$ cat src/rtl/radix4_mult_pkg.sv
// Shared types and constants for the radix-4 sequential multiplier core.
// Holds the controller state encoding and the 2-bit multiplier digit values.
package radix4_mult_pkg;

    typedef enum logic [1:0] {
        IDLE = 2'd0,
        PRE  = 2'd1,
        CALC = 2'd2,
        DONE = 2'd3
    } state_t;

    localparam logic [1:0] D0 = 2'd0;
    localparam logic [1:0] D1 = 2'd1;
    localparam logic [1:0] D2 = 2'd2;
    localparam logic [1:0] D3 = 2'd3;

endpackage : radix4_mult_pkg

$ cat src/rtl/radix4_pp_select.sv
// Radix-4 partial-product selector: maps one multiplier digit to 0, A, 2A or 3A.
// Purely combinational; 3A comes precomputed so no adder sits on this path.
module radix4_pp_select
    import radix4_mult_pkg::*;
#(
    parameter int SIZE = 8
) (
    input  logic [SIZE-1:0] a,
    input  logic [SIZE+1:0] a3,
    input  logic [1:0]      d,
    output logic [SIZE+1:0] pp
);

    // NOTE: assigning a default before the case keeps this block latch-free even
    // if a digit value were ever left out of the case items.
    always_comb begin
        pp = '0;
        case (d)
            D0:      pp = '0;
            D1:      pp = {2'b00, a};
            D2:      pp = {1'b0, a, 1'b0};
            D3:      pp = a3;
            default: pp = '0;
        endcase
    end

endmodule : radix4_pp_select

$ cat src/rtl/radix4_mult_core.sv
// Sequential unsigned radix-4 multiplier: one 2-bit multiplier digit per cycle,
// with a start/done handshake and a fixed latency of SIZE/2 + 2 cycles.
module radix4_mult_core
    import radix4_mult_pkg::*;
#(
    parameter int SIZE = 8  // must be even and >= 2
) (
    input  logic              clk,
    input  logic              rst,
    input  logic              start,
    input  logic [SIZE-1:0]   a_in,
    input  logic [SIZE-1:0]   b_in,
    output logic              busy,
    output logic              done,
    output logic [2*SIZE-1:0] product
);

    localparam int N  = SIZE / 2;
    localparam int CW = $clog2(N) + 1;
    localparam int PW = 2 * SIZE;
    localparam int XW = SIZE + 2;

    state_t          state_q, state_d;
    logic [SIZE-1:0] a_q, a_d;
    logic [SIZE-1:0] b_q, b_d;
    logic [XW-1:0]   a3_q, a3_d;
    logic [CW-1:0]   cnt_q, cnt_d;
    logic [PW-1:0]   product_q, product_d;
    logic [XW-1:0]   pp;
    logic            accept;
    logic            last_digit;

    // Start is only honoured when no operation is in flight.
    assign accept     = start && ((state_q == IDLE) || (state_q == DONE));
    assign last_digit = (cnt_q == CW'(N - 1));

    radix4_pp_select #(
        .SIZE (SIZE)
    ) u_pp_select (
        .a  (a_q),
        .a3 (a3_q),
        .d  (b_q[1:0]),
        .pp (pp)
    );

    // NOTE: every datapath register is cleared by reset as well, so an aborted
    // operation can never leak a partial product into the next one.
    always_ff @(posedge clk or negedge rst) begin
        if (!rst) begin
            state_q <= IDLE;
        end else begin
            // NOTE: non-blocking assignments make all flops update together from
            // pre-edge values, independent of statement order.
            state_q <= state_d;
        end
    end

    always_comb begin
        state_d = state_q;
        case (state_q)
            IDLE:    if (accept) state_d = PRE;
            PRE:     state_d = CALC;
            CALC:    if (last_digit) state_d = DONE;
            DONE:    state_d = accept ? PRE : IDLE;
            default: state_d = IDLE;
        endcase
    end

    always_comb begin
        busy = 1'b0;
        done = 1'b0;
        case (state_q)
            PRE, CALC: busy = 1'b1;
            DONE:      done = 1'b1;
            default:   ;
        endcase
    end

    always_ff @(posedge clk or negedge rst) begin
        if (!rst) begin
            a_q       <= '0;
            b_q       <= '0;
            a3_q      <= '0;
            cnt_q     <= '0;
            product_q <= '0;
        end else begin
            a_q       <= a_d;
            b_q       <= b_d;
            a3_q      <= a3_d;
            cnt_q     <= cnt_d;
            product_q <= product_d;
        end
    end

    always_comb begin
        a_d       = a_q;
        b_d       = b_q;
        a3_d      = a3_q;
        cnt_d     = cnt_q;
        product_d = product_q;
        case (state_q)
            IDLE, DONE: begin
                if (accept) begin
                    a_d       = a_in;
                    b_d       = b_in;
                    cnt_d     = '0;
                    product_d = '0;
                end
            end
            PRE: begin
                // 3A is formed once here so the digit loop needs only one adder.
                a3_d = XW'(a_q) + (XW'(a_q) << 1);
            end
            CALC: begin
                product_d = product_q + (PW'(pp) << {cnt_q, 1'b0});
                b_d       = b_q >> 2;
                cnt_d     = cnt_q + CW'(1);
            end
            default: ;
        endcase
    end

    assign product = product_q;

endmodule : radix4_mult_core

$ cat config.mk
export PLATFORM = sky130hd
export DESIGN_NAME = radix4_mult_core
export DESIGN_NICKNAME = d
export VERILOG_FILES = /design/src/rtl/radix4_mult_pkg.sv /design/src/rtl/radix4_pp_select.sv /design/src/rtl/radix4_mult_core.sv
export SDC_FILE = /design/constraint.sdc
export NUM_CORES = 1
export LEC_CHECK = 0
export BUFFER_PORTS_ARGS = -buffer_cell sky130_fd_sc_hd__buf_2
export CAP_MARGIN = 10
export CELL_PAD_IN_SITES_DETAIL_PLACEMENT = 1
export CELL_PAD_IN_SITES_GLOBAL_PLACEMENT = 1
export CORE_ASPECT_RATIO = 1.75
export CORE_UTILIZATION = 45
export DETAILED_ROUTE_END_ITERATION = 7
export PLACE_DENSITY_LB_ADDON = 0.1
export SYNTH_ARGS = -nofsm -noshare
export SYNTH_HDL_FRONTEND = slang
export SYNTH_SLANG_ARGS = --single-unit
$ cat constraint.sdc
create_clock -name clk -period 6.3 [get_ports clk]
set_input_delay 0.315 -clock clk [delete_from_list [all_inputs] [get_ports clk]]
set_output_delay 0.315 -clock clk [all_outputs]
set_load 0.03 [all_outputs]
==> impl_metrics.json, run 1 <==
{
  "cts_inserted_buffers": 5,
  "worst_r2r_endpoint": "product[15]$_DFFE_PN0P_",
  "synth_cell_types": 50,
  "clock_skew_ns": 0.004250,
  "required_ns": 6.49,
  "use_met2": 0.4473,
  "drive_above_1_share": 0.1591,
  "syn_area_sq_um": 3492,
  "top_usage_layer": "met2",
  "crit_buf_inv": 1,
  "synth_ff_type": "dfrtp_1",
  "yosys_register_bits": 47,
  "drc": 0,
  "core-area_sq_um": 7515,
  "die_h_microns": 118.5,
  "synthSimpleGateAreaFrac": 0.1623,
  "num_rows": 42,
  "r2r_start": "b_q[0]$_DFFE_PN0P_",
  "yosysWarningCount": 0,
  "track_usage": 0.2384,
  "synth_top_family_by_area": "compound AO/OA/AOI/OAI gates",
  "synthToLayoutAreaGrowth_pct": 10.46,
  "grt_max_degree": 48,
  "critPathSlowestCell": "dfrtp_1",
  "io_pins": 37,
  "drt_pass1_iterations": 4,
  "final_cell_mix": "dfrtp_1, nand2_1, buf_2, ha_1, nor2_1",
  "start_kind": "register",
  "grt_remaining_overflow": 0,
  "vias_per_cell": 5.804,
  "synth_edf_count": 0,
  "dp_hpwl_microns": 6777,
  "synth_compound_area_frac": 0.1992,
  "nNetsFinal": 471,
  "critPathMaxFanout": 15,
  "worst_setup_path_end_kind": "register",
  "cts-root-buf": "clkbuf_16",
  "synthAdderAreaFrac": 0.1190,
  "grt_use_met1": 0.2603,
  "outcome": "finished clean",
  "diodes": 0,
  "crit_end": "product[15]$_DFFE_PN0P_",
  "power.density_nw_per_um2": 548.1,
  "synth_nets": 445,
  "vias": 2954,
  "path_depth": 15,
  "synth_mux_area_frac": 0.1014,
  "ctsResizeCount": 0,
  "cts.reportedPaths.clkPinSlew_ns": 0.06,
  "clock.fmax_mhz": 268.2,
  "portBuffers": 36,
  "drtAntennaViolNets": 0,
  "crit_arrival_ns": 3.92,
  "routed_wl_microns": 8809,
  "finalHoldWorstSlack_ns": 0.1132,
  "gp_congestion": 0.8726,
  "synth_cells": 394,
  "hold_viol_final": 0,
  "fin_tns_setup_ns": 0,
  "rsz0062_at_grt": "no",
  "rrSetupSlack_ns": 2.57,
  "grt_pass1_vias": 3090,
  "peakVddDrop_mv": 0.2166,
  "critPathLaunch": "b_q[0]$_DFFE_PN0P_",
  "critPathMaxStageDelay_ns": 0.71,
  "grt_first_pass_wirelength_microns": 14540,
  "min_path_type": "input port to async pin",
  "synth_xor_area_frac": 0.03010,
  "leakagePower_nw": 1.781,
  "tightest_slew_ns": 0.9020,
  "reg2reg_depth": 15,
  "insertion_delay_ns": 0.29,
  "antenna_found_initial": 0,
  "drv_cap": 0,
  "hold_buffers": 0,
  "routedWlPerCell_microns": 17.31,
  "period_needed_ns": 3.728,
  "post-route-period-util": 0.5918,
  "nFillCells": 901,
  "slew_violations": 0,
  "crit_family": "compound AO/OA/AOI/OAI gates",
  "synthArstFlopShare": 1.000,
  "start_util": 0.4647,
  "cts_tree": "yes",
  "dieArea_sq_um": 8130,
  "h-tree-depth": 2,
  "postCtsSetupRepairBufs": 0,
  "synth.avg_cell_area_sq_um": 8.863,
  "cts.sinks": 47,
  "setup_viol_count_final": 0,
  "critical_path_class": "register to register",
  "met3_usage": 0.02896,
  "first_iter_violations": 156,
  "die_w_microns": 68.59,
  "final_common_cell": "dfrtp_1",
  "yosysSeqAreaShare": 0.3368,
  "maxSlewHeadroom": 0.3987,
  "path_cells": "mux2_2 > a22oi_1 > a21oi_1 > inv_1 > nor2_1 > a21oi_1 > nor2_1 > ha_1 > a211o_1 > a21oi_1 > a21o_1 > a311oi_2 > o21a_1 > or3_1 > o311ai_2",
  "cts_buffer_depth": 2,
  "crit_top_cell": "a21oi_1"
}
==> routing by layer <==
metal / share of wire / wire length, microns
met2: 0.57 / 5032
met1: 0.40 / 3480
met4: 0.017 / 152
met3: 0.016 / 143
met5: 0 / 0
==> layout make-up <==
cell class,instances,area [sq um],share of cell area
Clock buffer,6,128.9,0.03341
Clock inverter,2,12.51,0.003244
Inverter,23,86.33,0.02238
Multi-Input combinational cell,304,2141,0.5550
Sequential cell,47,1176,0.3049
Tap cell,88,110.1,0.02854
Timing Repair Buffer,39,202.7,0.05255
==> power breakdown <==
group	switching [mW]	total (mW)	internal, mW
clock network	0.113	0.260	0.147
logic	0.734	1.27	0.535
registers	0.159	0.586	0.427
==> per-stage QoR <==
stage          instances  instance area (sq um)  utilization  power [mW]  worst slack [ns]
3_3_place_gp         501                   3716       0.4945       1.817             2.734
2_1_floorplan        394                   3492            -       1.552             3.114
4_1_cts              509                   3857       0.5133       2.141             2.587
6_report             509                   3857       0.5133       2.114             2.572
3_5_place_dp         501                   3716       0.4945       1.868             2.611
5_1_grt              509                   3857       0.5133       2.301             2.328
==> state kept, by name, summed over array words and instances (netlist names) <==
name	count
a3_q	10
a_q	8
cnt_q	3
state_q	2
product	16
b_q	8
==> logic make-up after synthesis <==
logic type | Yosys count
xor+xnor | 12
fa+ha+maj | 32
mux | 32
compound gates | 110
buf+inv | 43
flops | 47
simple gates | 118
==> Yosys cell counts, types with 3 or more instances <==
cell type	n	share of area
dfrtp_1	47	0.34
nand2_1	45	0.048
ha_1	30	0.11
nor2_1	27	0.029
a21oi_1	25	0.036
inv_1	23	0.025
o21ai_0	23	0.033
o21ai_1	16	0.023
clkbuf_1	14	0.015
mux2_2	13	0.042
mux2i_1	11	0.032
nand3_1	8	0.011
nor2b_1	7	0.013
o22ai_1	7	0.013
a22oi_1	6	0.013
mux2_1	6	0.019
o21a_1	6	0.013
xnor2_1	6	0.015
xor2_1	6	0.015
a21o_1	5	0.011
and3_1	5	0.0090
and2_1	4	0.0072
nand2b_1	4	0.0072
nor3_1	4	0.0057
a22o_1	3	0.0075
a31oi_1	3	0.0054
nand3b_1	3	0.0064
o31ai_1	3	0.0064
==> worst min path at each step <==
stage	end	cells past startpoint	startpoint	slack, ns
6_report	state_q[0]$_DFFE_PN0P_	2	rst	0.11
2_1_floorplan	a3_q[0]$_DFFE_PN0N_	0	rst	0.02
5_1_grt	state_q[0]$_DFFE_PN0P_	2	rst	0.19
3_3_place_gp	b_q[3]$_DFFE_PN0P_	2	b_q[3]$_DFFE_PN0P_	0.46
4_1_cts	state_q[0]$_DFFE_PN0P_	2	rst	0.15
3_5_place_dp	state_q[0]$_DFFE_PN0P_	2	rst	0.46
Note: power is estimated with default switching activity, not from simulation.
==> run 2: changes to the inputs <==
==> constraint.sdc (replaced) <==
create_clock -name clk -period 3.8 [get_ports clk]
set_input_delay 0.19 -clock clk [delete_from_list [all_inputs] [get_ports clk]]
set_output_delay 0.19 -clock clk [all_outputs]
set_load 0.03 [all_outputs]
==> run 2 against run 1 <==
  * The run now ends with negative hold slack left
  * Non-clock buffer count rose by 5
  * Power rose by 68%
  * Critical path depth did not move
  * Design area rose by 0.94%
  * Largest power group unchanged
  * Global-route usage rose by 1.0 points
  * Critical path type unchanged
  * Final cell count rose by 0.98%
  * Combinational power rose by 69%
  * First-iteration DRC count fell by 26%
  * Clock skew rose by 0.0011 ns
  * Sequential share of layout area fell by 0.22 points
  * Highest routed layer unchanged
==> impl_metrics.json, run 2 (synthesized netlist as in run 1, its figures left out) <==
{
  "outcome": "finished with violations",
  "drt_pass1_iterations": 4,
  "cts_buffer_depth": 2,
  "reg2reg_depth": 15,
  "largest_register_ffs": 16,
  "rsz0062_at_grt": "no",
  "first_iter_violations": 116,
  "nNetsFinal": 476,
  "seq_power_share": 0.270,
  "diodes": 0,
  "p_int_mw": 1.855,
  "critPathMaxFanout": 15,
  "core-area_sq_um": 7515,
  "dp_hpwl_microns": 6927,
  "period_needed_ns": 3.533,
  "tightest_slew_ns": 0.6311,
  "grt_first_pass_wirelength_microns": 15060,
  "violations": "negative hold slack",
  "min_path_type": "input port to async pin",
  "drv_cap": 0,
  "dieArea_sq_um": 8130,
  "multiInputGateArea_sq_um": 2141,
  "post-route-period-util": 0.9297,
  "postCtsSetupRepairBufs": 0,
  "maxSlewHeadroom": 0.5793,
  "gp_congestion": 0.9214,
  "power.density_nw_per_um2": 910.0,
  "seq_area_sq_um": 1179,
  "cts.sinks": 47,
  "routed_wl_microns": 9090,
  "hold_viol_final": 8,
  "crit_top_cell": "a21oi_1",
  "final_cell_mix": "nand2_1, dfrtp_1, buf_2, ha_1, nor2_1",
  "drive_above_1_share": 0.1714,
  "hold_buffers": 0,
  "critPathMaxStageDelay_ns": 0.55,
  "combPwrFrac": 0.605,
  "grt_pass1_vias": 3234,
  "critPathSlowestCell": "dfrtp_2",
  "die_w_microns": 68.59,
  "required_ns": 3.99,
  "nFillCells": 900,
  "cts-root-buf": "clkbuf_16",
  "grt_remaining_overflow": 0,
  "critical_path_class": "register to register",
  "worst_setup_path_end_kind": "register",
  "grt_max_degree": 48,
  "cts.reportedPaths.clkPinSlew_ns": 0.07,
  "insertion_delay_ns": 0.29,
  "finalHoldWorstSlack_ns": -0.004157,
  "drc": 0,
  "clkPwrFrac": 0.125,
  "portBuffers": 36,
  "die_h_microns": 118.5,
  "switchingPower_mw": 1.688,
  "start_kind": "register",
  "vias": 3004,
  "peakVddDrop_mv": 0.3351,
  "fin_tns_setup_ns": 0,
  "clock_skew_ns": 0.005311,
  "slew_violations": 0,
  "path_cells": "mux2_4 > a221oi_1 > a21oi_1 > inv_1 > nor2_1 > a21oi_1 > nor2_1 > ha_1 > a211o_1 > a21oi_1 > a21o_1 > a311oi_2 > o21a_1 > or3_1 > o311ai_2",
  "p_sw_frac": 0.4763,
  "crit_arrival_ns": 3.73,
  "cts_inserted_buffers": 5,
  "drtAntennaViolNets": 0,
  "vias_per_cell": 5.844,
  "clock.fmax_mhz": 283.1,
  "h-tree-depth": 2,
  "num_rows": 42,
  "io_pins": 37,
  "leakagePower_nw": 1.806,
  "start_util": 0.4647,
  "setup_viol_count_final": 0,
  "antenna_found_initial": 0,
  "track_usage": 0.2487,
  "cts_tree": "yes",
  "routedWlPerCell_microns": 17.68,
  "synthToLayoutAreaGrowth_pct": 11.50
}
==> run 2: cell count changes in the layout (fill, tap and decap cells not counted) <==
cell / previous run / this run
buf_4: 3 / 8
clkbuf_1: 1 / 2
clkinvlp_4: 1 / 0
dfrtp_1: 47 / 45
dfrtp_2: 0 / 2
==> run 2: critical path, delay by kind of cell (launching register included) <==
kind	cells	cell delay (ns)
compound gates	9	1.66
mux	1	0.34
simple gates	3	0.46
fa+ha+maj	1	0.32
buf+inv	1	0.10
flops	1	0.55
==> run 2: power groups by stage <==
stage,Sequential [mW],Clock [mW],Combinational (mW)
final,0.958,0.443,2.14
after global routing,0.995,0.461,2.40
after CTS,0.961,0.451,2.17
after detailed placement,0.968,0,2.15
after global placement,0.957,0,2.08
after floorplan,0.923,0,1.65
==> run 2: through the flow <==
step / cell area (sq um) / setup WS (ns) / std cells / utilization / power [mW]
detailed placement: 3754 / 0.1230 / 506 / 0.4995 / 3.118
CTS: 3891 / 0.09173 / 514 / 0.5178 / 3.581
floorplan: 3492 / 0.6143 / 394 / - / 2.573
global route: 3894 / 0.05475 / 514 / 0.5181 / 3.855
global placement: 3754 / 0.2741 / 506 / 0.4995 / 3.036
finish: 3894 / 0.2673 / 514 / 0.5181 / 3.543
==> run 2: path summary, 6_finish.rpt <==
kind	start	to	slack, ns
max in group asynchronous	rst	b_q[0]$_DFFE_PN0P_	3.35
max reg2reg	b_q[0]$_DFFE_PN0P_	product[15]$_DFFE_PN0P_	0.27
min in group clk	a_in[2]	a_q[2]$_DFFE_PN0P_	0.10
min reg2reg	b_q[2]$_DFFE_PN0P_	b_q[2]$_DFFE_PN0P_	0.49
min	rst	b_q[2]$_DFFE_PN0P_	-0.004
max	b_q[0]$_DFFE_PN0P_	product[15]$_DFFE_PN0P_	0.27
==> run 2: final cells by class <==
class / count / area share
clock inverter: 1 / 0.001285
sequential: 47 / 0.3027
inverter: 23 / 0.02217
multi-input combinational: 304 / 0.5498
timing repair buffer: 44 / 0.06170
clock buffer: 7 / 0.03406
tap: 88 / 0.02828
==> run 2: layer usage <==
metal	up-vias	GRT usage	wire [microns]
met5	-	0	0
met4	0	0.09245	222
met3	17	0.03861	177
met2	33	0.4553	5057
met1	1486	0.2700	3633
li1	1468	-	-
==> run 2: repair_timing <==
| action | 4_1_cts | 5_1_grt |
|---|---|---|
| gates resized for setup | 0 | 2 |
| setup endpoints to repair | 0 | 2 |
| hold endpoints to repair | 0 | 0 |
